$ cat config.mk
export PLATFORM = sky130hd
export DESIGN_NAME = apu_frame_counter_flat
export DESIGN_NICKNAME = d
export VERILOG_FILES = /design/src/rtl/apu_frame_counter_if.sv /design/src/rtl/apu_frame_counter.sv /design/src/flat_wrapper.sv
export SDC_FILE = /design/constraint.sdc
export NUM_CORES = 1
export LEC_CHECK = 0
export CAP_MARGIN = 20
export CORE_MARGIN = 3
export CORE_UTILIZATION = 55
export DETAILED_ROUTE_END_ITERATION = 7
export PLACE_DENSITY = 0.78
export SYNTH_ARGS = -nofsm -noshare
export SYNTH_HDL_FRONTEND = slang
export SYNTH_SLANG_ARGS = --single-unit
$ cat constraint.sdc
create_clock -name clk -period 2.38 [get_ports clk]
set_clock_uncertainty 0.05 [all_clocks]
set_input_delay 0.357 -clock clk [delete_from_list [all_inputs] [get_ports clk]]
set_output_delay 0.357 -clock clk [all_outputs]
set_load 0.1 [all_outputs]
$ cat src/rtl/apu_frame_counter_if.sv
// Register-write side and channel-strobe side of the APU frame sequencer.
interface apu_frame_counter_if;
    logic       r4017_wr;
    logic [7:0] r4017_data;
    logic       r4015_rd;
    logic       apu_tick;
    logic       quarter_frame;
    logic       half_frame;
    logic       frame_irq;

    modport master (
        output r4017_wr, r4017_data, r4015_rd,
        input  apu_tick, quarter_frame, half_frame, frame_irq
    );

    modport slave (
        input  r4017_wr, r4017_data, r4015_rd,
        output apu_tick, quarter_frame, half_frame, frame_irq
    );
endinterface

$ cat src/rtl/apu_frame_counter.sv
// APU frame sequencer ($4017): counts CPU clocks, emits quarter/half-frame
// strobes and the APU tick, and raises the frame IRQ in 4-step mode.
module apu_frame_counter #(
    parameter int CNT_W = 16,
    parameter int S1    = 7457,
    parameter int S2    = 14913,
    parameter int S3    = 22371,
    parameter int S4    = 29829,
    parameter int S5    = 37281
) (
    input  logic               clk,
    input  logic               rst_n,
    apu_frame_counter_if.slave bus
);
    localparam logic [CNT_W-1:0] C_S1   = CNT_W'(S1);
    localparam logic [CNT_W-1:0] C_S2   = CNT_W'(S2);
    localparam logic [CNT_W-1:0] C_S3   = CNT_W'(S3);
    localparam logic [CNT_W-1:0] C_S4   = CNT_W'(S4);
    localparam logic [CNT_W-1:0] C_S5   = CNT_W'(S5);
    localparam logic [CNT_W-1:0] C_S4M1 = CNT_W'(S4 - 1);
    localparam logic [CNT_W-1:0] C_S4P1 = CNT_W'(S4 + 1);
    localparam logic [CNT_W-1:0] C_S5P1 = CNT_W'(S5 + 1);

    logic [CNT_W-1:0] cnt;
    logic             phase;
    logic             mode;
    logic             irq_inhibit;
    logic             pending;
    logic [1:0]       dly;
    logic             tick_q;
    logic             quarter_q;
    logic             half_q;
    logic             irq_q;

    logic             step_q;
    logic             step_h;
    logic             irq_set;
    logic             wrap;
    logic             force_zero;
    logic             wr_imm;
    logic             unused_data;

    assign unused_data = ^bus.r4017_data[5:0];

    // Step/IRQ decode on the current count, using the mode already latched.
    always_comb begin
        step_q = 1'b0;
        step_h = 1'b0;
        if (cnt == C_S1 || cnt == C_S3) begin
            step_q = 1'b1;
        end
        if (cnt == C_S2) begin
            step_q = 1'b1;
            step_h = 1'b1;
        end
        if (!mode && cnt == C_S4) begin
            step_q = 1'b1;
            step_h = 1'b1;
        end
        if (mode && cnt == C_S5) begin
            step_q = 1'b1;
            step_h = 1'b1;
        end
        irq_set    = !mode && !irq_inhibit &&
                     (cnt == C_S4M1 || cnt == C_S4 || cnt == C_S4P1);
        wrap       = mode ? (cnt == C_S5P1) : (cnt == C_S4P1);
        // A fresh write restarts the delay, so it cancels an expiring one.
        force_zero = pending && (dly == 2'd0) && !bus.r4017_wr;
        wr_imm     = bus.r4017_wr && bus.r4017_data[7];
    end

    always_ff @(posedge clk or negedge rst_n) begin
        if (!rst_n) begin
            cnt         <= '0;
            phase       <= 1'b0;
            mode        <= 1'b0;
            irq_inhibit <= 1'b0;
            pending     <= 1'b0;
            dly         <= 2'd0;
            tick_q      <= 1'b0;
            quarter_q   <= 1'b0;
            half_q      <= 1'b0;
            irq_q       <= 1'b0;
        end else begin
            phase     <= ~phase;
            tick_q    <= ~phase;
            quarter_q <= step_q || wr_imm;
            half_q    <= step_h || wr_imm;

            if (force_zero || wrap) begin
                cnt <= '0;
            end else begin
                cnt <= cnt + 1'b1;
            end

            // Remaining edges before the forced reset: D-1, i.e. 2 or 3.
            if (bus.r4017_wr) begin
                mode        <= bus.r4017_data[7];
                irq_inhibit <= bus.r4017_data[6];
                pending     <= 1'b1;
                dly         <= phase ? 2'd3 : 2'd2;
            end else if (pending) begin
                if (dly == 2'd0) begin
                    pending <= 1'b0;
                end else begin
                    dly <= dly - 2'd1;
                end
            end

            if (bus.r4017_wr && bus.r4017_data[6]) begin
                irq_q <= 1'b0;
            end else if (irq_set) begin
                irq_q <= 1'b1;
            end else if (bus.r4015_rd) begin
                irq_q <= 1'b0;
            end
        end
    end

    assign bus.apu_tick      = tick_q;
    assign bus.quarter_frame = quarter_q;
    assign bus.half_frame    = half_q;
    assign bus.frame_irq     = irq_q;
endmodule

$ cat src/flat_wrapper.sv
// flat-port wrapper written by rule: the top's interface ports become plain ports
module apu_frame_counter_flat 
#(
    parameter int CNT_W = 16,
    parameter int S1    = 7457,
    parameter int S2    = 14913,
    parameter int S3    = 22371,
    parameter int S4    = 29829,
    parameter int S5    = 37281
)
  (clk, rst_n, bus_r4017_wr, bus_r4017_data, bus_r4015_rd, bus_apu_tick, bus_quarter_frame, bus_half_frame, bus_frame_irq);
  apu_frame_counter_if bus_i ();
  input  logic clk;
  input  logic rst_n;
  input wire logic [$bits(bus_i.r4017_wr)-1:0] bus_r4017_wr;
  input wire logic [$bits(bus_i.r4017_data)-1:0] bus_r4017_data;
  input wire logic [$bits(bus_i.r4015_rd)-1:0] bus_r4015_rd;
  output wire logic [$bits(bus_i.apu_tick)-1:0] bus_apu_tick;
  output wire logic [$bits(bus_i.quarter_frame)-1:0] bus_quarter_frame;
  output wire logic [$bits(bus_i.half_frame)-1:0] bus_half_frame;
  output wire logic [$bits(bus_i.frame_irq)-1:0] bus_frame_irq;
  assign bus_i.r4017_wr = bus_r4017_wr;
  assign bus_i.r4017_data = bus_r4017_data;
  assign bus_i.r4015_rd = bus_r4015_rd;
  assign bus_apu_tick = bus_i.apu_tick;
  assign bus_quarter_frame = bus_i.quarter_frame;
  assign bus_half_frame = bus_i.half_frame;
  assign bus_frame_irq = bus_i.frame_irq;
  apu_frame_counter #(.CNT_W(CNT_W), .S1(S1), .S2(S2), .S3(S3), .S4(S4), .S5(S5)) u_core (.clk(clk), .rst_n(rst_n), .bus(bus_i));
endmodule
==> results of run 1 <==
cells by family after synthesis:
logic type | Yosys count
buffers and inverters | 17
AND/OR/NAND/NOR | 70
adder cells (fa/ha/maj) | 5
multiplexers | 2
flip-flops | 25
AO/OA/AOI/OAI | 10
XOR/XNOR | 15
synthesized netlist by cell type (2+ instances only):
cell type   n  share of area (%)
dfrtp_1    25                 43
nor2_1     14                3.6
xnor2_1    12                7.2
inv_1       9                2.3
nand3_1     8                2.8
nor2_2      8                3.4
nand2_1     7                1.8
nor3_1      7                2.4
buf_2       5                1.7
ha_1        5                4.3
and2_1      3                1.3
and3_1      3                1.3
nand4_1     3                1.3
nor4_1      3                1.3
xor2_1      3                1.8
a211o_1     2                1.2
and4_1      2                1.2
and4b_1     2                1.4
and4bb_4    2                2.2
buf_4       2                1.0
mux2_2      2                1.6
nand2b_1    2               0.86
nor4bb_1    2                1.4
where the power goes:
group          switching [W]  internal (W)
Combinational       0.000211      0.000171
Clock               0.000135     0.0000631
Sequential          0.000120      0.000502
Total               0.000466      0.000737
metal layers:
metal | vias to the layer above | track usage [%]
li1 | 508 | -
met1 | 536 | 23.3
met2 | 27 | 30.0
met3 | 7 | 2.94
met4 | 0 | 10.3
met5 | - | 0
final cells by class:
class	count	area, um^2
Clock buffer	3	22.5
Clock inverter	1	5.00
Fill cell	181	802
Inverter	9	33.8
Multi-Input combinational cell	102	742
Sequential cell	25	626
Tap cell	28	35.0
Timing Repair Buffer	11	95.1
layout by cell type (no fill, tap or decap), types with 2 or more instances in the layout:
master	Yosys	layout
nand3_1	8	8
a211o_1	2	2
nor4bb_1	2	2
buf_4	2	6
nor2_2	8	8
and3_1	3	3
nand4_1	3	3
mux2_2	2	2
nand2b_1	2	2
nand2_1	7	7
and4bb_4	2	2
clkbuf_4	0	3
dfrtp_1	25	25
and4_1	2	2
inv_1	9	9
nor3_1	7	7
clkdlybuf4s50_1	0	5
nor2_1	14	14
and4b_1	2	2
xnor2_1	12	12
ha_1	5	5
and2_1	3	3
nor4_1	3	3
xor2_1	3	3
sequential cells by signal, indices dropped and copies added (netlist names):
register and flops:
u_core.mode 1, u_core.cnt 16, u_core.pending 1, u_core.bus.quarter_frame 1, u_core.bus.half_frame 1, u_core.phase 1, u_core.dly 2, u_core.irq_inhibit 1
u_core.bus.frame_irq 1
critical path, cell delays in order (launching register included):
cell,delay [ns]
dfrtp_1,0.49
inv_1,0.12
ha_1,0.18
and4bb_4,0.26
a41oi_2,0.08
a21bo_1,0.45
nor2_2,0.07
how the worst min path moves through the flow:
stage,from,to,slack (ns),depth (start not counted)
3_3_place_gp,u_core.phase$_DFF_PN0_,u_core.phase$_DFF_PN0_,0.38,1
5_1_grt,rst_n,u_core.cnt[13]$_DFF_PN0_,0.32,2
4_1_cts,rst_n,u_core.cnt[13]$_DFF_PN0_,0.31,2
3_5_place_dp,u_core.phase$_DFF_PN0_,u_core.phase$_DFF_PN0_,0.42,1
6_report,rst_n,u_core.cnt[13]$_DFF_PN0_,0.30,2
2_1_floorplan,rst_n,u_core.bus.frame_irq$_DFFE_PN0P_,0.01,0
per-stage QoR:
step / cells / util [%] / total power [W] / setup slack [ns] / hold slack (ns)
2_1_floorplan: 144 / - / 0.000947 / 0.789 / 0.0114
3_3_place_gp: 175 / 64.9 / 0.00100 / 0.561 / 0.382
3_5_place_dp: 175 / 64.9 / 0.00102 / 0.544 / 0.415
4_1_cts: 179 / 66.0 / 0.00122 / 0.549 / 0.308
5_1_grt: 179 / 66.0 / 0.00131 / 0.434 / 0.325
6_report: 179 / 66.0 / 0.00120 / 0.578 / 0.302
==> results.ini, run 1 <==
[status]
status = completed

[floorplan]
start_util_pct = 61.5
ios = 16
core_mm2 = 0.00236
die-width_um = 57.4
die_area_mm2 = 0.00329
die_y_um = 57.4
core.rowCount = 17

[pwr]
ir_drop_v = 0.000627
leakage_nw = 0.700
power.density_mw_per_mm2 = 772

[route]
drt_pre_antenna_iters = 4
final_antenna_net_count = 0
top_layer = met4
drt_iter0_drc = 28
wl_met2_mm = 1.32
met1_length_mm = 1.18
totalWireLength_mm = 2.68
dr_total_vias = 1078
drc = 0
wl_met3_um = 99
viasPerCell = 6.02
wl_per_cell_um = 14.9

[setup_path]
rr_endpoint = u_core.cnt[7]$_DFF_PN0_
r2r_cells = 6
reg2reg_from = u_core.cnt[0]$_DFF_PN0_
end_kind = flip-flop
r2r_slack_ns = 0.58
path_class = flip-flop to flip-flop
crit_end = u_core.cnt[7]$_DFF_PN0_
required_ns = 2.54
crit_fanout = 8
worstSetupStartpoint = u_core.cnt[0]$_DFF_PN0_
crit_arrival_ns = 1.96
worstSetupStartpointType = flip-flop

[sta]
post-route-period-util_pct = 75.7
slew_headroom_pct = 73.2
slew_viol_final = 0
hold_viol = 0
fmax_ghz = 0.555
min_period_ns = 1.80
rsz0062_at_grt = no
tns_ns = 0
tightestPinTransition_ns = 0.403
setup_viol = 0

[hold_path]
min_path_type = input port to async pin

[cts]
cts_tree = built
clock_path_buffers = 2
hold_buffers = 0
cts_inserted_buffers = 3
clkTransAtPathRegs_ns = 0.15
htreeDepth = 1
postCtsSetupBuffers = 0
clock_latency_ns = 0.33
cts_resized = 0
cts_sinks = 25
cts_root_buf = clkbuf_4

[global_route]
grt_pass1_wl_mm = 4.80
antenna_found_initial = 0
grt_max_degree = 26
grt.total_usage_pct = 18.5
grt_pass1_vias = 1057
grt_overflow = 0

[placed_design]
dpl-instance-area_mm2 = 0.00153
dp_hpwl_mm = 1.97
port_buffers = 9
place_congestion = 0.925

[synthesis]
synth_seq_cells = 25
async_flop_share_pct = 100
synthXorXnorAreaFrac_pct = 9.04
avgSynthCellArea_um2 = 10.1
syn_inst = 144
synthFlopType = dfrtp_1
syn_area_mm2 = 0.00145
synth_nets = 161
synth_top_family_by_area = simple AND/OR/NAND/NOR gates
synth_fa_ha_area_share_pct = 4.31
ys_seq_area_share_pct = 43.1
yosys.area_share.simple_pct = 30.2
yosysWarnings = 0
synth_edf_count = 0
yosysUniqueCellTypes = 36
synth.area.mux_share_pct = 1.55
synth-compound-area-share_pct = 5.94

[final_layout]
drive_gt1_share_pct = 16.6
final_area_mm2 = 0.00156
layout.nets = 169
num_antenna_cells = 0
area_delta_synth_final_pct = 7.32

[flow_run]
max_cap_viol_count = 0

Note: power is estimated with default switching activity, not from simulation.
==> run 2: changes to the inputs <==
clock period = 1.8 ns   (was 2.38 ns; I/O delays follow)
==> run 2 against run 1 <==
  * Combinational power rose by 99%
  * Non-clock buffer count rose by 9
  * Via count rose by 1.4%
  * Maximum frequency rose by 6.5%
  * Design area rose by 7.3%
  * Final cell count rose by 5.0%
==> results.ini, run 2 (synthesized netlist as in run 1, its figures left out) <==
[sta]
post-route-period-util_pct = 94.0  ; +18 points
slew_viol_final = 0  ; unchanged
min_period_ns = 1.69  ; -0.109 ns
tns_ns = 0  ; unchanged
tightestPinTransition_ns = 0.349  ; -0.0536 ns
setup_viol = 0  ; unchanged
fmax_ghz = 0.591  ; +6.5%
hold_viol = 0  ; unchanged
rsz0062_at_grt = no
slew_headroom_pct = 76.5  ; +3.4 points

[pwr]
p_switching_w = 0.000671  ; +44%
swShare_pct = 37.9  ; -0.85 points
ir_drop_v = 0.000781  ; +24%
leakage_nw = 0.754  ; +7.8%
p_total_w = 0.00177  ; +47%
comb_power_share_pct = 43.0  ; +11 points
internal_power_w = 0.00110  ; +49%
seq_power_share_pct = 42.0  ; -9.8 points
pwr-share-clk_pct = 14.9  ; -1.6 points
power.density_mw_per_mm2 = 1060  ; +37%

[final_layout]
multiInputGateArea_um2 = 748  ; +0.84%
regArea_um2 = 626  ; unchanged
regMostFlops = u_core.cnt
drive_gt1_share_pct = 21.9  ; +5.3 points
area_delta_synth_final_pct = 15.2
layout_commonest_cell = dfrtp_1
num_antenna_cells = 0  ; unchanged
n_fill_cell = 166  ; -8.3%
largest_reg_flops = 16  ; unchanged
mostFrequentLayoutCells = 25 x dfrtp_1, 14 x nor2_1, 12 x xnor2_1, 12 x buf_4, 9 x inv_1
layout.nets = 178  ; +5.3%
fin_util_pct = 70.9  ; +4.8 points
top_regs = u_core.cnt: 16 flops, u_core.dly: 2 flops

[cts]
clock_path_buffers = 2  ; unchanged
cts_root_buf = clkbuf_4
postCtsSetupBuffers = 0  ; unchanged
htreeDepth = 1  ; unchanged
cts_resized = 0  ; unchanged
cts_tree = built
clkTransAtPathRegs_ns = 0.14  ; about the same
cts_sinks = 25  ; unchanged
cts_inserted_buffers = 3  ; unchanged
hold_buffers = 0  ; unchanged
clock_latency_ns = 0.33  ; about the same

[setup_path]
worstPathCellList = inv_1 > ha_1 > and4bb_4 > a41oi_2 > a21bo_1 > buf_12 > nor2_2
rr_endpoint = u_core.cnt[8]$_DFF_PN0_
max_stage_delay_ns = 0.41  ; -0.08 ns
crit_end = u_core.cnt[8]$_DFF_PN0_
path_class = flip-flop to flip-flop
r2r_cells = 7  ; +1
crit_arrival_ns = 1.92  ; -0.04 ns
worstSetupStartpoint = u_core.cnt[0]$_DFF_PN0_
reg2reg_from = u_core.cnt[0]$_DFF_PN0_
worstSetupStartpointType = flip-flop
cpLargestDelayFamily = flip-flops
worst-path-buf-inv = 2  ; +1
end_kind = flip-flop
cp.depth = 7  ; +1
crit_fanout = 7  ; -1
worst_path_max_delay_cell = dfrtp_1
required_ns = 2.03  ; -0.51 ns
r2r_slack_ns = 0.11  ; -0.47 ns

[route]
viasPerCell = 5.81  ; -3.5%
drt_pre_antenna_iters = 4  ; unchanged
wl_per_cell_um = 15.7  ; +5.2%
final_antenna_net_count = 0  ; unchanged
drc = 0  ; unchanged
dr_total_vias = 1093  ; +1.4%
totalWireLength_mm = 2.96  ; +11%
drt_iter0_drc = 30  ; +7.1%

[floorplan]
start_util_pct = 61.5  ; unchanged
die_y_um = 57.4  ; unchanged
die_area_mm2 = 0.00329  ; unchanged
die-width_um = 57.4  ; unchanged
core.rowCount = 17  ; unchanged
ios = 16  ; unchanged
core_mm2 = 0.00236  ; unchanged

[global_route]
grt_use_met1_pct = 24.0  ; +0.71 points
grt.total_usage_pct = 19.3  ; +0.84 points
grt_use_met2_pct = 32.1  ; +2.1 points
grt_overflow = 0  ; unchanged
globalRoute.busiestLayer = met2
grt_pass1_wl_mm = 4.97  ; +3.6%
grt_pass1_vias = 1132  ; +7.1%
met3_usage_pct = 3.62  ; +0.68 points
grt_max_degree = 26  ; unchanged
antenna_found_initial = 0  ; unchanged

[placed_design]
port_buffers = 9  ; unchanged
dp_hpwl_mm = 2.26  ; +15%
place_congestion = 0.867  ; -6.4%

[status]
status = completed

[flow_run]
max_cap_viol_count = 0  ; unchanged

[hold_path]
min_path_type = input port to async pin

run 2: cell types whose count changed in the layout (fill, tap and decap cells not counted):
cell	delta
nor4bb_2	+1
buf_4	+6
clkinv_2	-1
buf_12	+3
clkinvlp_4	+1
nor4bb_1	-1
run 2: through the flow:
stage	instances	cell area [um^2]	setup WS [ns]	hold WS, ns
after detailed placement	184	1640	0.0619	0.431
final	188	1670	0.107	0.223
after floorplan	144	1450	0.209	-0.0756
after global placement	184	1640	0.100	0.421
after global routing	188	1670	0.00979	0.233
after CTS	188	1670	0.0886	0.233
run 2: worst min path at each step:
stage                              startpoint                                to  slack, ns  cells after the start
floorplan                               rst_n  u_core.bus.frame_irq$_DFFE_PN0P_      -0.08                      0
global placement    u_core.dly[1]$_DFFE_PN0P_         u_core.dly[1]$_DFFE_PN0P_       0.42                      1
detailed placement  u_core.dly[1]$_DFFE_PN0P_         u_core.dly[1]$_DFFE_PN0P_       0.43                      1
CTS                                     rst_n           u_core.cnt[9]$_DFF_PN0_       0.23                      2
global route                            rst_n           u_core.cnt[9]$_DFF_PN0_       0.23                      2
finish                                  rst_n           u_core.cnt[6]$_DFF_PN0_       0.22                      2
run 2: power groups by stage:
stage | sequential [W] | combinational, W | clock [W]
final | 0.000744 | 0.000762 | 0.000264
after global placement | 0.000749 | 0.000718 | 0
after global routing | 0.000756 | 0.000838 | 0.000296
after detailed placement | 0.000753 | 0.000760 | 0
after CTS | 0.000741 | 0.000765 | 0.000269
after floorplan | 0.000773 | 0.000480 | 0
run 2: routing by layer:
metal / wire [um] / part of all wire (%)
met1: 1310 / 44
met2: 1490 / 50
met3: 112 / 3.8
met4: 48 / 1.6
met5: 0 / 0
run 2: worst reg2reg max path: cells and delay by family, from the launching register on:
family                   cells  cell delay [ns]
AO/OA/AOI/OAI                2             0.39
buffers and inverters        2             0.23
AND/OR/NAND/NOR              2             0.33
flip-flops                   1             0.41
adder cells (fa/ha/maj)      1             0.23
run 2: layout make-up:
cell class	count	area share (%)
Multi-Input combinational cell	102	44.7
Sequential cell	25	37.4
Timing Repair Buffer	20	12.0
Tap cell	28	2.09
Inverter	9	2.02
Clock buffer	3	1.35
Clock inverter	1	0.449
==> run 3: changes to the inputs <==
RECOVER_POWER = 25   (was unset)
==> run 3 against run 2 <==
  * First-iteration DRC count increased by 3.3%
  * Utilization decreased by 0.16 points
  * Die area unchanged
  * Critical endpoint unchanged
  * Largest cell class unchanged
  * Largest power group unchanged
==> results.ini, run 3 (synthesized netlist as in run 1, its figures left out) <==
[setup_path]
max_stage_delay_ns = 0.41  ; about the same
worstPathCellList = inv_1 > ha_1 > and4bb_4 > a41oi_2 > a21bo_1 > buf_12 > nor2_2
worst_path_max_delay_cell = dfrtp_1
path_class = flip-flop to flip-flop
end_kind = flip-flop
worstSetupStartpointType = flip-flop
cpLargestDelayFamily = flip-flops
worst-path-buf-inv = 2  ; unchanged
required_ns = 2.03  ; about the same
r2r_slack_ns = 0.11  ; about the same
r2r_cells = 7  ; unchanged
cp.depth = 7  ; unchanged
crit_fanout = 7  ; unchanged
crit_arrival_ns = 1.92  ; about the same

[floorplan]
core_mm2 = 0.00236  ; unchanged
ios = 16  ; unchanged
die_y_um = 57.4  ; unchanged
start_util_pct = 61.5  ; unchanged
die-width_um = 57.4  ; unchanged
core.rowCount = 17  ; unchanged
die_area_mm2 = 0.00329  ; unchanged

[final_layout]
drive_gt1_share_pct = 21.3  ; -0.63 points
top_regs = u_core.cnt: 16 flops, u_core.dly: 2 flops
layout_commonest_cell = dfrtp_1
largest_reg_flops = 16  ; unchanged
num_antenna_cells = 0  ; unchanged
n_fill_cell = 168  ; +1.2%
mostFrequentLayoutCells = 25 x dfrtp_1, 14 x nor2_1, 12 x xnor2_1, 11 x buf_4, 9 x inv_1
layout.nets = 178  ; unchanged
final_area_mm2 = 0.00167  ; -0.22%
area_delta_synth_final_pct = 14.9
regMostFlops = u_core.cnt

[cts]
cts_sinks = 25  ; unchanged
cts_root_buf = clkbuf_4
cts_tree = built
clock_path_buffers = 2  ; unchanged
clkTransAtPathRegs_ns = 0.14  ; about the same
clock_latency_ns = 0.33  ; about the same
postCtsSetupBuffers = 0  ; unchanged
htreeDepth = 1  ; unchanged
cts_inserted_buffers = 3  ; unchanged

[sta]
slew_viol_final = 0  ; unchanged
post-route-period-util_pct = 94.0  ; about the same
hold_viol = 0  ; unchanged
setup_viol = 0  ; unchanged
slew_headroom_pct = 13.0  ; -64 points
rsz0062_at_grt = no
tns_ns = 0  ; unchanged
tightestPinTransition_ns = 1.31  ; +0.957 ns
fmax_ghz = 0.591  ; unchanged
min_period_ns = 1.69  ; -0.00000100 ns

[pwr]
leakage_nw = 0.751  ; -0.48%
power.density_mw_per_mm2 = 1060  ; +0.16%
ir_drop_v = 0.000780  ; about the same

[placed_design]
port_buffers = 9  ; unchanged
place_congestion = 0.867  ; unchanged
dpl-instance-area_mm2 = 0.00164  ; unchanged
dp_hpwl_mm = 2.26  ; unchanged

[global_route]
grt_max_degree = 26  ; unchanged
antenna_found_initial = 0  ; unchanged
grt_pass1_vias = 1132  ; unchanged
grt.total_usage_pct = 19.3  ; unchanged
grt_overflow = 0  ; unchanged
grt_pass1_wl_mm = 4.97  ; unchanged

[route]
wl_per_cell_um = 15.7  ; unchanged
drc = 0  ; unchanged
dr_total_vias = 1095  ; +0.18%
totalWireLength_mm = 2.96  ; unchanged
drt_pre_antenna_iters = 4  ; unchanged
viasPerCell = 5.82  ; +0.18%
drt_iter0_drc = 31  ; +3.3%
final_antenna_net_count = 0  ; unchanged

[flow_run]
max_cap_viol_count = 0  ; unchanged

[hold_path]
holdPathStages = 2
min_path_type = input port to flip-flop

[status]
status = completed

run 3: changes by cell type in the layout (fill, tap and decap cells not counted), sizes merged:
cell and change:
clkbuf +1, buf -1
run 3: worst paths after layout:
kind / start / endpoint
worst min-delay path: bus_r4017_data[6] / u_core.bus.frame_irq$_DFFE_PN0P_
max in group asynchronous: rst_n / u_core.pending$_DFF_PN0_
min in group asynchronous: rst_n / u_core.cnt[6]$_DFF_PN0_
worst min register to register: u_core.dly[1]$_DFFE_PN0P_ / u_core.dly[1]$_DFFE_PN0P_
worst max-delay path: u_core.cnt[0]$_DFF_PN0_ / u_core.cnt[8]$_DFF_PN0_
worst max register to register: u_core.cnt[0]$_DFF_PN0_ / u_core.cnt[8]$_DFF_PN0_
run 3: what timing repair did:
item	in CTS	in global routing
hold buffers	0	0
resized for setup	0	1
setup endpoints to repair	0	1
hold endpoints to repair	0	0
run 3: layout make-up:
cell class,instances,area [um^2],area share (%)
inverter,9,33.8,2.02
multi-input combinational,102,748,44.8
tap,28,35.0,2.10
sequential,25,626,37.5
clock buffer,3,22.5,1.35
clock inverter,1,7.51,0.450
timing repair buffer,20,196,11.8
run 3: metal layers:
| metal | routed length, um | global-route usage, % |
|---|---|---|
| met4 | 48 | 9.27 |
| met3 | 112 | 3.62 |
| met1 | 1310 | 24.0 |
| met2 | 1490 | 32.1 |
| met5 | 0 | 0 |
run 3: stage by stage:
stage	setup slack, ns	util, %	hold slack (ns)	power [W]	std cells
after global routing	0.00979	70.7	0.453	0.00189	188
after detailed placement	0.0619	69.3	0.431	0.00151	184
after CTS	0.0886	70.6	0.233	0.00177	188
final	0.107	70.7	0.459	0.00177	188
after global placement	0.100	69.3	0.421	0.00147	184
after floorplan	0.209	-	-0.0756	0.00125	144
run 3: power by group:
group	internal (W)	leakage (nW)	switching, W	total (W)
sequential	0.000665	0.319	0.0000786	0.000744
combinational	0.000348	0.418	0.000413	0.000761
clock	0.0000851	0.0139	0.000179	0.000264
